$ cat src/rtl/msrv32_pc_pkg.sv
// rtl/msrv32_pc_pkg.sv - shared state, pc_src and redirect-priority encodings
// for the registered msrv32 program-counter generator.
package msrv32_pc_pkg;

   typedef enum logic [1:0] {
      ST_BOOT  = 2'b00,
      ST_RUN   = 2'b01,
      ST_STALL = 2'b10
   } pc_state_t;

   localparam logic [1:0] PC_BOOT     = 2'b00;
   localparam logic [1:0] PC_TRAP_RET = 2'b01;
   localparam logic [1:0] PC_TRAP     = 2'b10;
   localparam logic [1:0] PC_OPER     = 2'b11;

   // Larger value wins when two redirects compete for the pending slot.
   localparam logic [1:0] PRIO_NONE   = 2'd0;
   localparam logic [1:0] PRIO_BRANCH = 2'd1;
   localparam logic [1:0] PRIO_RETURN = 2'd2;
   localparam logic [1:0] PRIO_TRAP   = 2'd3;

endpackage

$ cat src/rtl/msrv32_pc_gen_if.sv
// rtl/msrv32_pc_gen_if.sv - instruction-fetch request bus between the PC
// generator (master) and the AHB instruction port (slave).
interface msrv32_pc_gen_if #(
   parameter int XLEN = 32
);
   logic            ahb_ready_in;
   logic [XLEN-1:0] i_addr_out;
   logic            fetch_valid_out;

   modport master (input ahb_ready_in, output i_addr_out, output fetch_valid_out);
   modport slave  (output ahb_ready_in, input i_addr_out, input fetch_valid_out);
endinterface

$ cat src/rtl/msrv32_pc_redirect_buf.sv
// rtl/msrv32_pc_redirect_buf.sv - holds one redirect that arrived while the
// instruction port was stalled; a newer redirect replaces it only at equal or higher priority.
module msrv32_pc_redirect_buf
   import msrv32_pc_pkg::*;
#(
   parameter int XLEN = 32
) (
   input  logic            clk,
   input  logic            rst,
   input  logic            capture_en,
   input  logic            clear,
   input  logic [1:0]      in_prio,
   input  logic [XLEN-1:0] in_addr,
   output logic [XLEN-1:0] pend_addr,
   output logic [1:0]      pend_prio,
   output logic            pending
);

   logic [XLEN-1:0] addr_q;
   logic [1:0]      prio_q;
   logic            overwrite;

   assign overwrite = capture_en && (in_prio != PRIO_NONE) && (in_prio >= prio_q);

   always_ff @(posedge clk or posedge rst) begin
      if (rst) begin
         addr_q <= '0;
         prio_q <= PRIO_NONE;
      end else if (clear) begin
         addr_q <= '0;
         prio_q <= PRIO_NONE;
      end else if (overwrite) begin
         addr_q <= in_addr;
         prio_q <= in_prio;
      end
   end

   assign pend_addr = addr_q;
   assign pend_prio = prio_q;
   assign pending   = (prio_q != PRIO_NONE);

endmodule

$ cat src/rtl/msrv32_pc_gen.sv
// rtl/msrv32_pc_gen.sv - registered PC / fetch-address generator with stall-safe
// redirect capture; define MSRV32_PC_COMPRESSED_EN for 16-bit instruction support.
module msrv32_pc_gen
   import msrv32_pc_pkg::*;
#(
   parameter int              XLEN         = 32,
   parameter logic [XLEN-1:0] BOOT_ADDRESS = '0
) (
   input  logic                  ms_riscv32_mp_clk_in,
   input  logic                  ms_riscv32_mp_rst_in,
   msrv32_pc_gen_if.master       fetch_bus,
   input  logic [1:0]            pc_src_in,
   input  logic                  branch_taken_in,
   input  logic [XLEN-1:0]       target_in,
   input  logic [XLEN-1:0]       epc_in,
   input  logic [XLEN-1:0]       trap_address_in,
   input  logic                  instr_16_in,
   output logic [XLEN-1:0]       pc_out,
   output logic [XLEN-1:0]       pc_plus_4_out,
   output logic                  misaligned_instr_out,
   output logic                  redirect_pending_out
);

   localparam logic [XLEN-1:0] FOUR = XLEN'(4);

   pc_state_t       state_q, state_d;
   logic [XLEN-1:0] pc_q, pc_d;
   logic [XLEN-1:0] addr_q, addr_d;
   logic            valid_q;
   logic [XLEN-1:0] len;
   logic [XLEN-1:0] target_even;
   logic [1:0]      in_prio;
   logic [XLEN-1:0] in_addr;
   logic            capture_en, clear;
   logic [XLEN-1:0] pend_addr;
   logic [1:0]      pend_prio;
   logic            pending;
   logic [1:0]      unused_bits;

`ifdef MSRV32_PC_COMPRESSED_EN
   assign len                  = instr_16_in ? XLEN'(2) : FOUR;
   assign misaligned_instr_out = 1'b0;
   assign unused_bits          = {target_in[0], 1'b0};
`else
   assign len                  = FOUR;
   assign misaligned_instr_out = branch_taken_in && (pc_src_in == PC_OPER) && target_in[1];
   assign unused_bits          = {target_in[0], instr_16_in};
`endif

   assign target_even = {target_in[XLEN-1:1], 1'b0};

   always_comb begin
      in_prio = PRIO_NONE;
      in_addr = target_even;
      case (pc_src_in)
         PC_TRAP: begin
            in_prio = PRIO_TRAP;
            in_addr = trap_address_in;
         end
         PC_TRAP_RET: begin
            in_prio = PRIO_RETURN;
            in_addr = epc_in;
         end
         PC_OPER: begin
            if (branch_taken_in && !misaligned_instr_out) in_prio = PRIO_BRANCH;
         end
         default: ;
      endcase
   end

   // Fetch runs one instruction ahead of execute after boot, so the
   // sequential step advances both registers independently.
   always_comb begin
      state_d    = state_q;
      pc_d       = pc_q;
      addr_d     = addr_q;
      capture_en = 1'b0;
      clear      = 1'b0;
      case (state_q)
         ST_BOOT: begin
            if (valid_q && fetch_bus.ahb_ready_in) begin
               pc_d    = BOOT_ADDRESS;
               addr_d  = BOOT_ADDRESS + FOUR;
               state_d = ST_RUN;
            end
         end
         ST_RUN, ST_STALL: begin
            if (fetch_bus.ahb_ready_in) begin
               state_d = ST_RUN;
               clear   = 1'b1;
               if (in_prio == PRIO_TRAP) begin
                  pc_d   = trap_address_in;
                  addr_d = trap_address_in;
               end else if (pending) begin
                  pc_d   = pend_addr;
                  addr_d = pend_addr;
               end else if (in_prio != PRIO_NONE) begin
                  pc_d   = in_addr;
                  addr_d = in_addr;
               end else if ((pc_src_in == PC_OPER) && !misaligned_instr_out) begin
                  pc_d   = pc_q + len;
                  addr_d = addr_q + len;
               end
            end else begin
               state_d    = ST_STALL;
               capture_en = 1'b1;
            end
         end
         default: state_d = ST_BOOT;
      endcase
   end

   always_ff @(posedge ms_riscv32_mp_clk_in or posedge ms_riscv32_mp_rst_in) begin
      if (ms_riscv32_mp_rst_in) begin
         state_q <= ST_BOOT;
         pc_q    <= BOOT_ADDRESS;
         addr_q  <= BOOT_ADDRESS;
         valid_q <= 1'b0;
      end else begin
         state_q <= state_d;
         pc_q    <= pc_d;
         addr_q  <= addr_d;
         valid_q <= 1'b1;
      end
   end

   msrv32_pc_redirect_buf #(.XLEN(XLEN)) u_redirect_buf (
      .clk        (ms_riscv32_mp_clk_in),
      .rst        (ms_riscv32_mp_rst_in),
      .capture_en (capture_en),
      .clear      (clear),
      .in_prio    (in_prio),
      .in_addr    (in_addr),
      .pend_addr  (pend_addr),
      .pend_prio  (pend_prio),
      .pending    (pending)
   );

   logic [1:0] unused_prio;
   assign unused_prio = pend_prio & unused_bits;

   assign fetch_bus.i_addr_out      = addr_q;
   assign fetch_bus.fetch_valid_out = valid_q;
   assign pc_out                    = pc_q;
   assign pc_plus_4_out             = pc_q + len;
   assign redirect_pending_out      = pending;

endmodule

$ cat src/flat_wrapper.sv
// flat-port wrapper written by rule: the top's interface ports become plain ports
module msrv32_pc_gen_flat import msrv32_pc_pkg::*;
#(
   parameter int              XLEN         = 32,
   parameter logic [XLEN-1:0] BOOT_ADDRESS = '0
)
  (ms_riscv32_mp_clk_in, ms_riscv32_mp_rst_in, pc_src_in, branch_taken_in, target_in, epc_in, trap_address_in, instr_16_in, pc_out, pc_plus_4_out, misaligned_instr_out, redirect_pending_out, fetch_bus_ahb_ready_in, fetch_bus_i_addr_out, fetch_bus_fetch_valid_out);
  msrv32_pc_gen_if #(.XLEN(XLEN)) fetch_bus_i ();
  input  logic ms_riscv32_mp_clk_in;
  input  logic ms_riscv32_mp_rst_in;
  input  logic [1:0] pc_src_in;
  input  logic branch_taken_in;
  input  logic [XLEN-1:0] target_in;
  input  logic [XLEN-1:0] epc_in;
  input  logic [XLEN-1:0] trap_address_in;
  input  logic instr_16_in;
  output logic [XLEN-1:0] pc_out;
  output logic [XLEN-1:0] pc_plus_4_out;
  output logic misaligned_instr_out;
  output logic redirect_pending_out;
  input wire logic [$bits(fetch_bus_i.ahb_ready_in)-1:0] fetch_bus_ahb_ready_in;
  output wire logic [$bits(fetch_bus_i.i_addr_out)-1:0] fetch_bus_i_addr_out;
  output wire logic [$bits(fetch_bus_i.fetch_valid_out)-1:0] fetch_bus_fetch_valid_out;
  assign fetch_bus_i.ahb_ready_in = fetch_bus_ahb_ready_in;
  assign fetch_bus_i_addr_out = fetch_bus_i.i_addr_out;
  assign fetch_bus_fetch_valid_out = fetch_bus_i.fetch_valid_out;
  msrv32_pc_gen #(.XLEN(XLEN), .BOOT_ADDRESS(BOOT_ADDRESS)) u_core (.ms_riscv32_mp_clk_in(ms_riscv32_mp_clk_in), .ms_riscv32_mp_rst_in(ms_riscv32_mp_rst_in), .fetch_bus(fetch_bus_i), .pc_src_in(pc_src_in), .branch_taken_in(branch_taken_in), .target_in(target_in), .epc_in(epc_in), .trap_address_in(trap_address_in), .instr_16_in(instr_16_in), .pc_out(pc_out), .pc_plus_4_out(pc_plus_4_out), .misaligned_instr_out(misaligned_instr_out), .redirect_pending_out(redirect_pending_out));
endmodule
$ cat config.mk
export PLATFORM = sky130hd
export DESIGN_NAME = msrv32_pc_gen_flat
export DESIGN_NICKNAME = d
export VERILOG_FILES = /design/src/rtl/msrv32_pc_pkg.sv /design/src/rtl/msrv32_pc_gen_if.sv /design/src/rtl/msrv32_pc_redirect_buf.sv /design/src/rtl/msrv32_pc_gen.sv /design/src/flat_wrapper.sv
export SDC_FILE = /design/constraint.sdc
export NUM_CORES = 1
export LEC_CHECK = 0
export ABC_AREA = 1
export ABC_CLOCK_PERIOD_IN_PS = 4850
export BUFFER_PORTS_ARGS = -buffer_cell sky130_fd_sc_hd__buf_2
export CAP_MARGIN = 20
export CELL_PAD_IN_SITES_DETAIL_PLACEMENT = 1
export CELL_PAD_IN_SITES_GLOBAL_PLACEMENT = 1
export CORE_MARGIN = 1.5
export CORE_UTILIZATION = 34
export DETAILED_ROUTE_END_ITERATION = 10
export MAX_ROUTING_LAYER = met4
export PLACE_DENSITY_LB_ADDON = 0.1
export SLEW_MARGIN = 10
export SYNTH_ARGS = -nofsm -noshare
export SYNTH_HDL_FRONTEND = slang
export SYNTH_SLANG_ARGS = --single-unit
$ cat constraint.sdc
create_clock -name ms_riscv32_mp_clk_in -period 4.85 [get_ports ms_riscv32_mp_clk_in]
set_input_delay 0.485 -clock ms_riscv32_mp_clk_in [delete_from_list [all_inputs] [get_ports ms_riscv32_mp_clk_in]]
set_output_delay 0.485 -clock ms_riscv32_mp_clk_in [all_outputs]
set_load 0.01 [all_outputs]
==> impl_metrics.ini <==
[final_layout]
drive_gt1_share_pct = 17.4
nNetsFinal = 1680
final_cells = 1892
final_area_mm2 = 0.00969
final_util_pct = 41.0
area_delta_synth_final_pct = 18.0

[clocking]
numCtsBuffers = 9
path_clk_slew_ps = 90
postCtsResizedCells = 0
root_buffer = clkbuf_16
cts.sinks = 99
postCtsHoldBufs = 0
clockBufferDepth = 2
cts_htree_levels = 3
cts_tree = done
worstSkewPairLatency_ps = 360
post_cts_buffers = 0

[drt]
vias = 9443
drtIter0Drc = 570
drt_wl_total_um = 33100
viasPerCell = 4.99
remaining_drc_errors = 0
avgRoutedWirePerCell_um = 17.5
antenna_left = 0
drt-pass1-iter-count = 4

[yosys]
syn_nets = 1520
synth_ff_type = dfrtp_1
postSynthCellCount = 1407
ys_warn_count = 0
synth_cell_types = 35
avgSynthCellArea_um2 = 5.84
synth_seq_cells = 99
synth.top_cell.area_share_pct = 30.9
synthesis.area_mm2 = 0.00821
async_flop_share_pct = 100
yosysSeqAreaShare_pct = 30.2
netlist_top_cells_count = 676 x nand2_1, 155 x nor2_1, 107 x inv_1, 99 x dfrtp_1, 94 x o21ai_0
synth_edf_count = 0
yosys-top-cells-area = nand2_1 31%, dfrtp_1 30%, nor2_1 7.1%
synth_top_area_cell = nand2_1
synthMostInstantiatedCell = nand2_1

[sta]
slew_headroom_pct = 38.9
period_minus_slack_ps = 2950
layout_setup_ws_ps = 1900
rsz0062_at_grt = false
fin_crit_sh_pct = 60.9
finalHoldViolations = 0
worst_pin_slew_ps = 915
setup_viol = 0
finalClockSkew_ps = 16.8
report.final.slew_viol_count = 0
clock.fmax_ghz = 0.338
setup_tns_ps = 0

[placement]
placed_cells = 1875
place_area_mm2 = 0.00940
hpwl_um = 25300
place.gp.congestion = 0.931
preCtsSetupSlack_ps = 1590
portBuffers = 199

[global_routing]
use_met2_pct = 42.3
grt_max_degree = 67
busiest_layer = met2
antenna_found_initial = 1
globalRouteMet3Util_pct = 2.72
gr-total-overflow = 0
track_usage_pct = 27.8
grtUsageMet1_pct = 39.8
first_global_vias = 9101
grt_pass1_wl_um = 51200

[run_status]
status = complete, no violations

[pwr]
power_leakage_nw = 5.31
peakVddDrop_uv = 223
powerDensity_mw_per_mm2 = 500

[die]
io_pins = 202
die_h_um = 158
core_area_mm2 = 0.0236
die_x_um = 158
start_util_pct = 34.8
die_area_mm2 = 0.0251
num_rows = 56

[worst_setup_path]
arrival_ps = 3190
start_kind = primary input
critPathRequiredTime_ps = 5090
critical_path_class = in -> reg
worst-path-max-fanout = 44
end_kind = flip-flop

[job]
maxCapViolCount = 0

[worst_hold_path]
min_path_type = in -> async
-- routing by layer --
metal  up-vias  wire (um)  part of all wire [%]
li1       4651          -                     -
met1      4541      16600                    50
met2       227      14400                    44
met3        24       1600                   4.8
met4         0        524                   1.6
met5         -          0                     0
-- layout by cell type, fill, tap and decap left out, drive strengths merged --
master / n
o22ai: 3
nor3: 1
dfrtp: 99
nand3b: 8
xnor2: 12
conb: 1
nand2: 687
a21oi: 8
o211ai: 1
a21boi: 15
nand4: 2
buf: 211
o21ai: 126
and2: 2
mux2: 2
inv: 115
ha: 10
xor2: 7
nor2: 180
clkinv: 3
nand3: 69
diode: 1
clkbuf: 10
-- registers in the layout (all words and copies together) (netlist names) --
name	flops
u_core.u_redirect_buf.pend_addr	32
u_core.fetch_bus.i_addr_out	31
u_core.pc_out	31
u_core.fetch_bus.fetch_valid_out	1
u_core.u_redirect_buf.pend_prio	2
u_core.state_q	2
-- final cells by class --
cell class / count / area [um2]
fill: 3345 / 13900
multi-input combinational: 1134 / 5010
sequential: 99 / 2480
timing repair buffer: 211 / 1090
inverter: 112 / 425
tap: 319 / 399
clock buffer: 10 / 239
clock inverter: 6 / 47.5
antenna: 1 / 2.50
-- final timing paths --
| check | start | endpoint | slack [ps] | cells after the start |
|---|---|---|---|---|
| setup / recovery | pc_src_in[0] | u_core.pc_out[6]$_DFFE_PP0P_ | 1900 | 11 |
| hold / removal | ms_riscv32_mp_rst_in | u_core.pc_out[4]$_DFFE_PP0P_ | 280 | 2 |
| setup reg to reg | u_core.state_q[0]$_DFFE_PP0P_ | u_core.u_redirect_buf.pend_addr[20]$_DFFE_PP0P_ | 2310 | 8 |
| hold reg to reg | u_core.u_redirect_buf.pend_addr[6]$_DFFE_PP0P_ | u_core.u_redirect_buf.pend_addr[6]$_DFFE_PP0P_ | 520 | 1 |
| max in group asynchronous | ms_riscv32_mp_rst_in | u_core.pc_out[21]$_DFFE_PP0P_ | 3460 | 3 |
| min in group ms_riscv32_mp_clk_in | fetch_bus_ahb_ready_in | u_core.state_q[0]$_DFFE_PP0P_ | 490 | 4 |
-- power breakdown --
group / internal [mW] / total (mW) / switching (mW)
logic: 0.847 / 2.72 / 1.87
clock network: 0.370 / 0.732 / 0.362
registers: 1.11 / 1.40 / 0.289
total: 2.32 / 4.85 / 2.52
-- logic make-up after synthesis --
logic type / after synthesis / share of synthesized area, %
AOI/OAI and AO/OA: 153 / 9.90
xor gates and xnor gates: 19 / 2.03
adders and majority gates: 10 / 1.52
DFF: 99 / 30.2
buffers and inverters: 174 / 8.97
and+or+nand+nor: 949 / 47.1
other: 1 / 0.0457
muxes: 2 / 0.274
-- worst max-delay path, cell delays in order --
cell and delay (ps):
buf_2 120, inv_1 70, ha_1 320, inv_2 400, nor2_8 180, inv_2 710, nand2_1 160, o21ai_0 140
a21oi_1 100, o21ai_1 390, nand2_1 90
-- per-stage QoR --
stage	power (mW)	hold WS [ps]
after floorplan	3.17	477
after global placement	4.03	492
after detailed placement	4.12	497
after CTS	4.87	335
after global routing	5.29	354
final	4.85	276
No activity file was read; power rests on OpenSTA's default activity.
